`config.mk`:
```
export PLATFORM = sky130hd
export DESIGN_NAME = fetch_sequencer
export DESIGN_NICKNAME = d
export VERILOG_FILES = /design/src/rtl/fetch_pkg.sv /design/src/rtl/fseq_pc_gen.sv /design/src/rtl/fetch_sequencer.sv
export SDC_FILE = /design/constraint.sdc
export NUM_CORES = 1
export LEC_CHECK = 0
export CORE_AREA = 2 2 84 166
export CTS_CLUSTER_DIAMETER = 120
export CTS_CLUSTER_SIZE = 16
export DETAILED_ROUTE_END_ITERATION = 12
export DIE_AREA = 0 0 86 168
export HOLD_SLACK_MARGIN = 0.08
export PLACE_DENSITY = 0.87
export SYNTH_ARGS = -nofsm -noshare
export SYNTH_HDL_FRONTEND = slang
export SYNTH_SLANG_ARGS = --single-unit
export TNS_END_PERCENT = 10
```
`constraint.sdc`:
```
create_clock -name clk -period 2.15 [get_ports clk]
set_input_delay 0.43 -clock clk [delete_from_list [all_inputs] [get_ports clk]]
set_output_delay 0.43 -clock clk [all_outputs]
set_load 0.01 [all_outputs]
```
`src/rtl/fetch_pkg.sv`:
```
// rtl/fetch_pkg.sv - shared types and constants for the instruction-fetch sequencer
//
// Contents:
//   fseq_state_t      fetch FSM states (BOOT, REQ, WAIT, HOLD)
//   DEFAULT_RESET_PC  default first fetch address after reset
//   PC_STEP           byte distance between sequential RV32 instructions
package fetch_pkg;

  typedef enum logic [1:0] {
    BOOT = 2'd0,
    REQ  = 2'd1,
    WAIT = 2'd2,
    HOLD = 2'd3
  } fseq_state_t;

  localparam logic [31:0] DEFAULT_RESET_PC = 32'h0000_0000;
  localparam int          PC_STEP          = 4;

endpackage

```
`src/rtl/fseq_pc_gen.sv`:
```
// rtl/fseq_pc_gen.sv - program counter register with +4 increment and redirect load
//
// Ports:
//   clk      in   clock
//   rst      in   asynchronous reset, active-low (pc returns to RESET_PC)
//   loadEn   in   take loadPc this cycle (has priority over incEn)
//   loadPc   in   redirect target; low two bits are discarded
//   incEn    in   advance pc by PC_STEP this cycle
//   pc       out  current fetch address, always word aligned
//   pcPlus4  out  pc + PC_STEP, wrapping modulo 2^XLEN
module fseq_pc_gen
  import fetch_pkg::*;
#(
  parameter int               XLEN     = 32,
  parameter logic [XLEN-1:0]  RESET_PC = XLEN'(DEFAULT_RESET_PC)
) (
  input  logic            clk,
  input  logic            rst,
  input  logic            loadEn,
  input  logic [XLEN-1:0] loadPc,
  input  logic            incEn,
  output logic [XLEN-1:0] pc,
  output logic [XLEN-1:0] pcPlus4
);

  // Masking rather than slicing keeps every input bit in use and makes the
  // alignment independent of XLEN.
  localparam logic [XLEN-1:0] ALIGN_MASK = ~XLEN'(3);

  logic [XLEN-1:0] pcReg;

  // Natural width overflow gives the modulo-2^XLEN wrap at the top of memory.
  assign pcPlus4 = pcReg + XLEN'(PC_STEP);
  assign pc      = pcReg;

  always_ff @(posedge clk or negedge rst) begin
    if (!rst) begin
      pcReg <= RESET_PC & ALIGN_MASK;
    end else if (loadEn) begin
      pcReg <= loadPc & ALIGN_MASK;
    end else if (incEn) begin
      pcReg <= pcPlus4;
    end
  end

endmodule

```
`src/rtl/fetch_sequencer.sv`:
```
// rtl/fetch_sequencer.sv - RV32 instruction-fetch sequencer with redirect and stall handling
//
// Ports:
//   clk             in   clock
//   rst             in   asynchronous reset, active-low
//   redirect_valid  in   taken branch/jump from Execute
//   redirect_pc     in   redirect target address
//   stall_d         in   Decode cannot accept an instruction this cycle
//   imem_req_valid  out  request to instruction memory
//   imem_req_ready  in   memory accepts the request
//   imem_req_addr   out  fetch address (word aligned)
//   imem_rsp_valid  in   response data valid
//   imem_rsp_data   in   instruction word
//   if_valid        out  if_instr/if_pc/if_pc_plus4 are meaningful
//   if_instr        out  fetched instruction
//   if_pc           out  address of if_instr
//   if_pc_plus4     out  if_pc + 4
module fetch_sequencer
  import fetch_pkg::*;
#(
  parameter int               XLEN     = 32,
  parameter logic [XLEN-1:0]  RESET_PC = XLEN'(DEFAULT_RESET_PC)
) (
  input  logic            clk,
  input  logic            rst,
  input  logic            redirect_valid,
  input  logic [XLEN-1:0] redirect_pc,
  input  logic            stall_d,
  output logic            imem_req_valid,
  input  logic            imem_req_ready,
  output logic [XLEN-1:0] imem_req_addr,
  input  logic            imem_rsp_valid,
  input  logic [XLEN-1:0] imem_rsp_data,
  output logic            if_valid,
  output logic [XLEN-1:0] if_instr,
  output logic [XLEN-1:0] if_pc,
  output logic [XLEN-1:0] if_pc_plus4
);

  fseq_state_t     state;
  logic            kill;
  logic            ifValid;
  logic [XLEN-1:0] ifInstr;
  logic [XLEN-1:0] ifPc;
  logic [XLEN-1:0] ifPcPlus4;

  logic [XLEN-1:0] pc;
  logic [XLEN-1:0] pcPlus4;
  logic            takeRsp;

  // A response is kept only when it belongs to the current path: we are
  // waiting for it, it was not marked wrong-path, and no redirect is
  // overriding it in the same cycle.
  assign takeRsp = (state == WAIT) && imem_rsp_valid && !kill && !redirect_valid;

  fseq_pc_gen #(
    .XLEN     (XLEN),
    .RESET_PC (RESET_PC)
  ) u_pc_gen (
    .clk     (clk),
    .rst     (rst),
    .loadEn  (redirect_valid),
    .loadPc  (redirect_pc),
    .incEn   (takeRsp),
    .pc      (pc),
    .pcPlus4 (pcPlus4)
  );

  // Request outputs are decoded straight from registered state and pc, so
  // the request is visible in the first REQ cycle and follows a redirect
  // on the very next cycle while the memory keeps ready low.
  assign imem_req_valid = (state == REQ);
  assign imem_req_addr  = pc;

  assign if_valid    = ifValid;
  assign if_instr    = ifInstr;
  assign if_pc       = ifPc;
  assign if_pc_plus4 = ifPcPlus4;

  always_ff @(posedge clk or negedge rst) begin
    if (!rst) begin
      state     <= BOOT;
      kill      <= 1'b0;
      ifValid   <= 1'b0;
      ifInstr   <= '0;
      ifPc      <= '0;
      ifPcPlus4 <= '0;
    end else begin
      case (state)
        BOOT: begin
          state <= REQ;
        end
        REQ: begin
          // A redirect accepted together with the request makes the
          // in-flight fetch wrong-path; kill marks its response for drop.
          if (imem_req_ready) begin
            state <= WAIT;
            kill  <= redirect_valid;
          end
        end
        WAIT: begin
          if (imem_rsp_valid) begin
            kill  <= 1'b0;
            state <= (takeRsp && stall_d) ? HOLD : REQ;
          end else if (redirect_valid) begin
            kill <= 1'b1;
          end
        end
        HOLD: begin
          if (redirect_valid || !stall_d) begin
            state <= REQ;
          end
        end
        default: begin
          state <= BOOT;
        end
      endcase

      // IF/ID register: a redirect flushes, a kept response loads, and an
      // instruction Decode consumed without a replacement is retired.
      // With stall_d high and nothing else happening everything holds.
      if (redirect_valid) begin
        ifValid <= 1'b0;
      end else if (takeRsp) begin
        ifValid   <= 1'b1;
        ifInstr   <= imem_rsp_data;
        ifPc      <= pc;
        ifPcPlus4 <= pcPlus4;
      end else if (!stall_d) begin
        ifValid <= 1'b0;
      end
    end
  end

endmodule

```
==> results.cfg <==
[status]
outcome = finished, final reports clean

[cts]
cts_buffers = 17
clkSinkCount = 126
htree_levels = 4
clkLatencyLatePin_ns = 0.41
cts_tree = built
cts_buffer_depth = 2
cts_root_buffer = clkbuf_16
cts.clk_slew.worst_paths_ns = 0.05

[pwr]
p_leak_nw = 3.62
power_density_nw_per_um2 = 1230
peakVddDrop_mv = 0.728
total_power_mw = 10.6

[sta]
max_freq_mhz = 489
finalCritPeriodShare = 0.951
fin_ws_ns = 0.105
final-hold-violation-count = 0
setup_viol = 0
worst_clock_skew_ns = 0.00636
rsz0062_at_grt = no
tightest_slew_ns = 0.601
maxSlewViolCount = 0
fin_hold_ws_ns = 0.504
maxSlewHeadroom = 0.599
min_period_ns = 2.04
fin_setup_tns_ns = 0

[flow_run]
cap_viol_max_count = 0

[synthesis]
yosysWarnings = 0
netlist_instances = 526
synth_cell_types = 35
ys_seq_area_frac = 0.545
syn_area_per_cell_um2 = 11.0
synth_area_um2 = 5780
ys_seq_elements = 126

[floorplan]
die_area_um2 = 14400
core_area_um2 = 13300
die_width_um = 86
die_h_um = 168
rows = 60
start_util = 0.435
io_pins = 200

[global_route]
grt_util_met2 = 0.359
antenna_found_initial = 0
grt_pass1_vias = 5077
grtUsageTotal = 0.221
use_met1 = 0.270
top_usage_layer = met2
grt_max_degree = 75
use_met3 = 0.0853
grt_pass1_wl_mm = 25.3
grt_overflow = 0

[routing]
dr.pass1.iters = 5
drc = 0
postRouteAntennaNets = 0
num_vias = 4852
wl_per_cell_um = 17.1
avgViaCountPerCell = 5.40
first_iter_violations = 278
drt_wl_total_mm = 15.4

[min_path]
hold_class = reg -> reg

[placement]
pre_cts_ws_ns = -0.143
io_buffer_count = 191
placed_area_um2 = 7990
hpwlAfterDp_mm = 10.8
place_inst = 867
gp_congestion = 0.841

[setup_path]
setup.worst_path.class = reg -> reg
critPathMaxFanout = 5
cp_data_required_time_ns = 2.47
path_common_cell = buf_4
max_stage_delay_ns = 0.43
crit_slowest_cell = dfrtp_1
critPathCaptureType = register
crit_chain = inv_1, ha_1, nand3b_1, buf_4, buf_4, nor2_1, buf_4, nand4_1, xor2_1, o21ai_0
critical_path_arrival_ns = 2.36
start_kind = register

[cells_and_area]
synthToLayoutAreaGrowth_pct = 49.3
fill_cells = 962
multi_input_area_um2 = 2450
drive_gt1_frac = 0.181
final_area_um2 = 8630
fin_util = 0.649
diodes = 0
layout.cells.non_filler = 899
nets = 808
seqCellArea_um2 = 3150
cells in the mapped netlist:
library cell / number / area, um2
xor2_1: 37 / 324
inv_1: 4 / 15.0
or3_1: 1 / 6.26
nand2_1: 50 / 188
mux2_2: 63 / 709
nand3_1: 20 / 100
o21ai_1: 1 / 5.00
ha_1: 5 / 62.6
nand4_1: 20 / 125
or2_2: 1 / 6.26
a31oi_1: 1 / 6.26
nor4_4: 2 / 42.5
conb_1: 1 / 3.75
nor3_2: 2 / 20.0
o21ai_0: 31 / 155
o22ai_1: 1 / 6.26
dfrtp_1: 126 / 3150
a31o_2: 1 / 8.76
xnor2_1: 20 / 175
nor4_2: 1 / 12.5
nor4_1: 1 / 6.26
and4_1: 2 / 17.5
nand3b_1: 1 / 7.51
mux2i_1: 1 / 10.0
clkbuf_1: 16 / 60.1
o31ai_1: 2 / 15.0
nor3_1: 5 / 25.0
buf_4: 7 / 52.6
o221ai_1: 1 / 8.76
a21oi_1: 31 / 155
buf_1: 3 / 11.3
buf_2: 15 / 75.1
nand2b_1: 2 / 12.5
or4_4: 1 / 11.3
nor2_1: 50 / 188
final timing paths:
check                                    startpoint                           to  slack, ns  depth (start not counted)
min                        if_instr[14]$_DFFE_PN0P_     if_instr[14]$_DFFE_PN0P_       0.50                          1
max                            state[0]$_DFFE_PN0P_  u_pc_gen.pc[21]$_DFFE_PN0P_       0.11                         10
max in group asynchronous                       rst     if_instr[19]$_DFFE_PN0P_       1.20                          3
min in group asynchronous                       rst        if_pc[15]$_DFFE_PN0P_       0.57                          3
max reg2reg                    state[0]$_DFFE_PN0P_  u_pc_gen.pc[21]$_DFFE_PN0P_       0.11                         10
min reg2reg                if_instr[14]$_DFFE_PN0P_     if_instr[14]$_DFFE_PN0P_       0.50                          1
timing repair:
item,in CTS,in global routing
buffers inserted,0,1
pin swaps,0,1
hold buffers,1,0
endpoints found under the hold margin,76,0
gates resized for setup,1,2
endpoints found under the setup margin,1,76
layout make-up:
class                           instances  share of cell area
Tap cell                              155              0.0225
Inverter                                4             0.00174
Multi-Input combinational cell        360               0.284
Sequential cell                       126               0.365
Clock inverter                          7              0.0157
Clock buffer                           23              0.0554
Timing Repair Buffer                  224               0.256
kinds of logic after synthesis:
family,Yosys count,share of synthesized area
AOI/OAI and AO/OA,69,0.0623
muxes,64,0.124
buffers and inverters,45,0.0370
other,1,0.000649
DFF,126,0.545
adders and majority gates,5,0.0108
xor gates and xnor gates,57,0.0864
and+or+nand+nor,159,0.133
critical path, delay by kind of cell (launching register included):
kind	cells	cell delay [ns]
AO/OA/AOI/OAI	1	0.17
XOR/XNOR	1	0.17
adder cells (fa/ha/maj)	1	0.24
buffers and inverters	4	0.58
flip-flops	1	0.43
AND/OR/NAND/NOR	3	0.37
sequential cells by signal, summed over array words and instances (netlist names):
register	flops
if_instr	32
if_pc	30
if_pc_plus4	30
u_pc_gen.pc	30
state	2
if_valid	1
kill	1
metal layers:
metal,part of all wire,wire [um],up-vias
met1,0.38,5900,2345
met4,0.019,292,0
met2,0.49,7580,271
met3,0.11,1630,31
met5,0,0,-
li1,-,-,2205
layout by cell type, fill, tap and decap left out, drive strengths merged, types with 2 or more instances in the layout:
master,Yosys,layout
a21oi,31,31
and4,2,2
buf,25,34
bufinv,0,4
clkbuf,16,23
clkdlybuf4s50,0,188
clkinv,0,3
conb,1,6
dfrtp,126,126
ha,5,5
inv,4,4
mux2,63,63
nand2,50,50
nand2b,2,2
nand3,20,20
nand4,20,20
nor2,50,50
nor3,7,7
nor4,4,4
o21ai,32,32
o31ai,2,2
xnor2,20,20
xor2,37,37
where the power goes:
| group | total (mW) | leakage (nW) | switching [mW] | internal (mW) |
|---|---|---|---|---|
| logic | 3.79 | 1.72 | 1.49 | 2.30 |
| registers | 3.83 | 1.59 | 0.564 | 3.27 |
| clock network | 2.99 | 0.303 | 0.974 | 2.01 |
No activity file was read; power rests on OpenSTA's default activity.
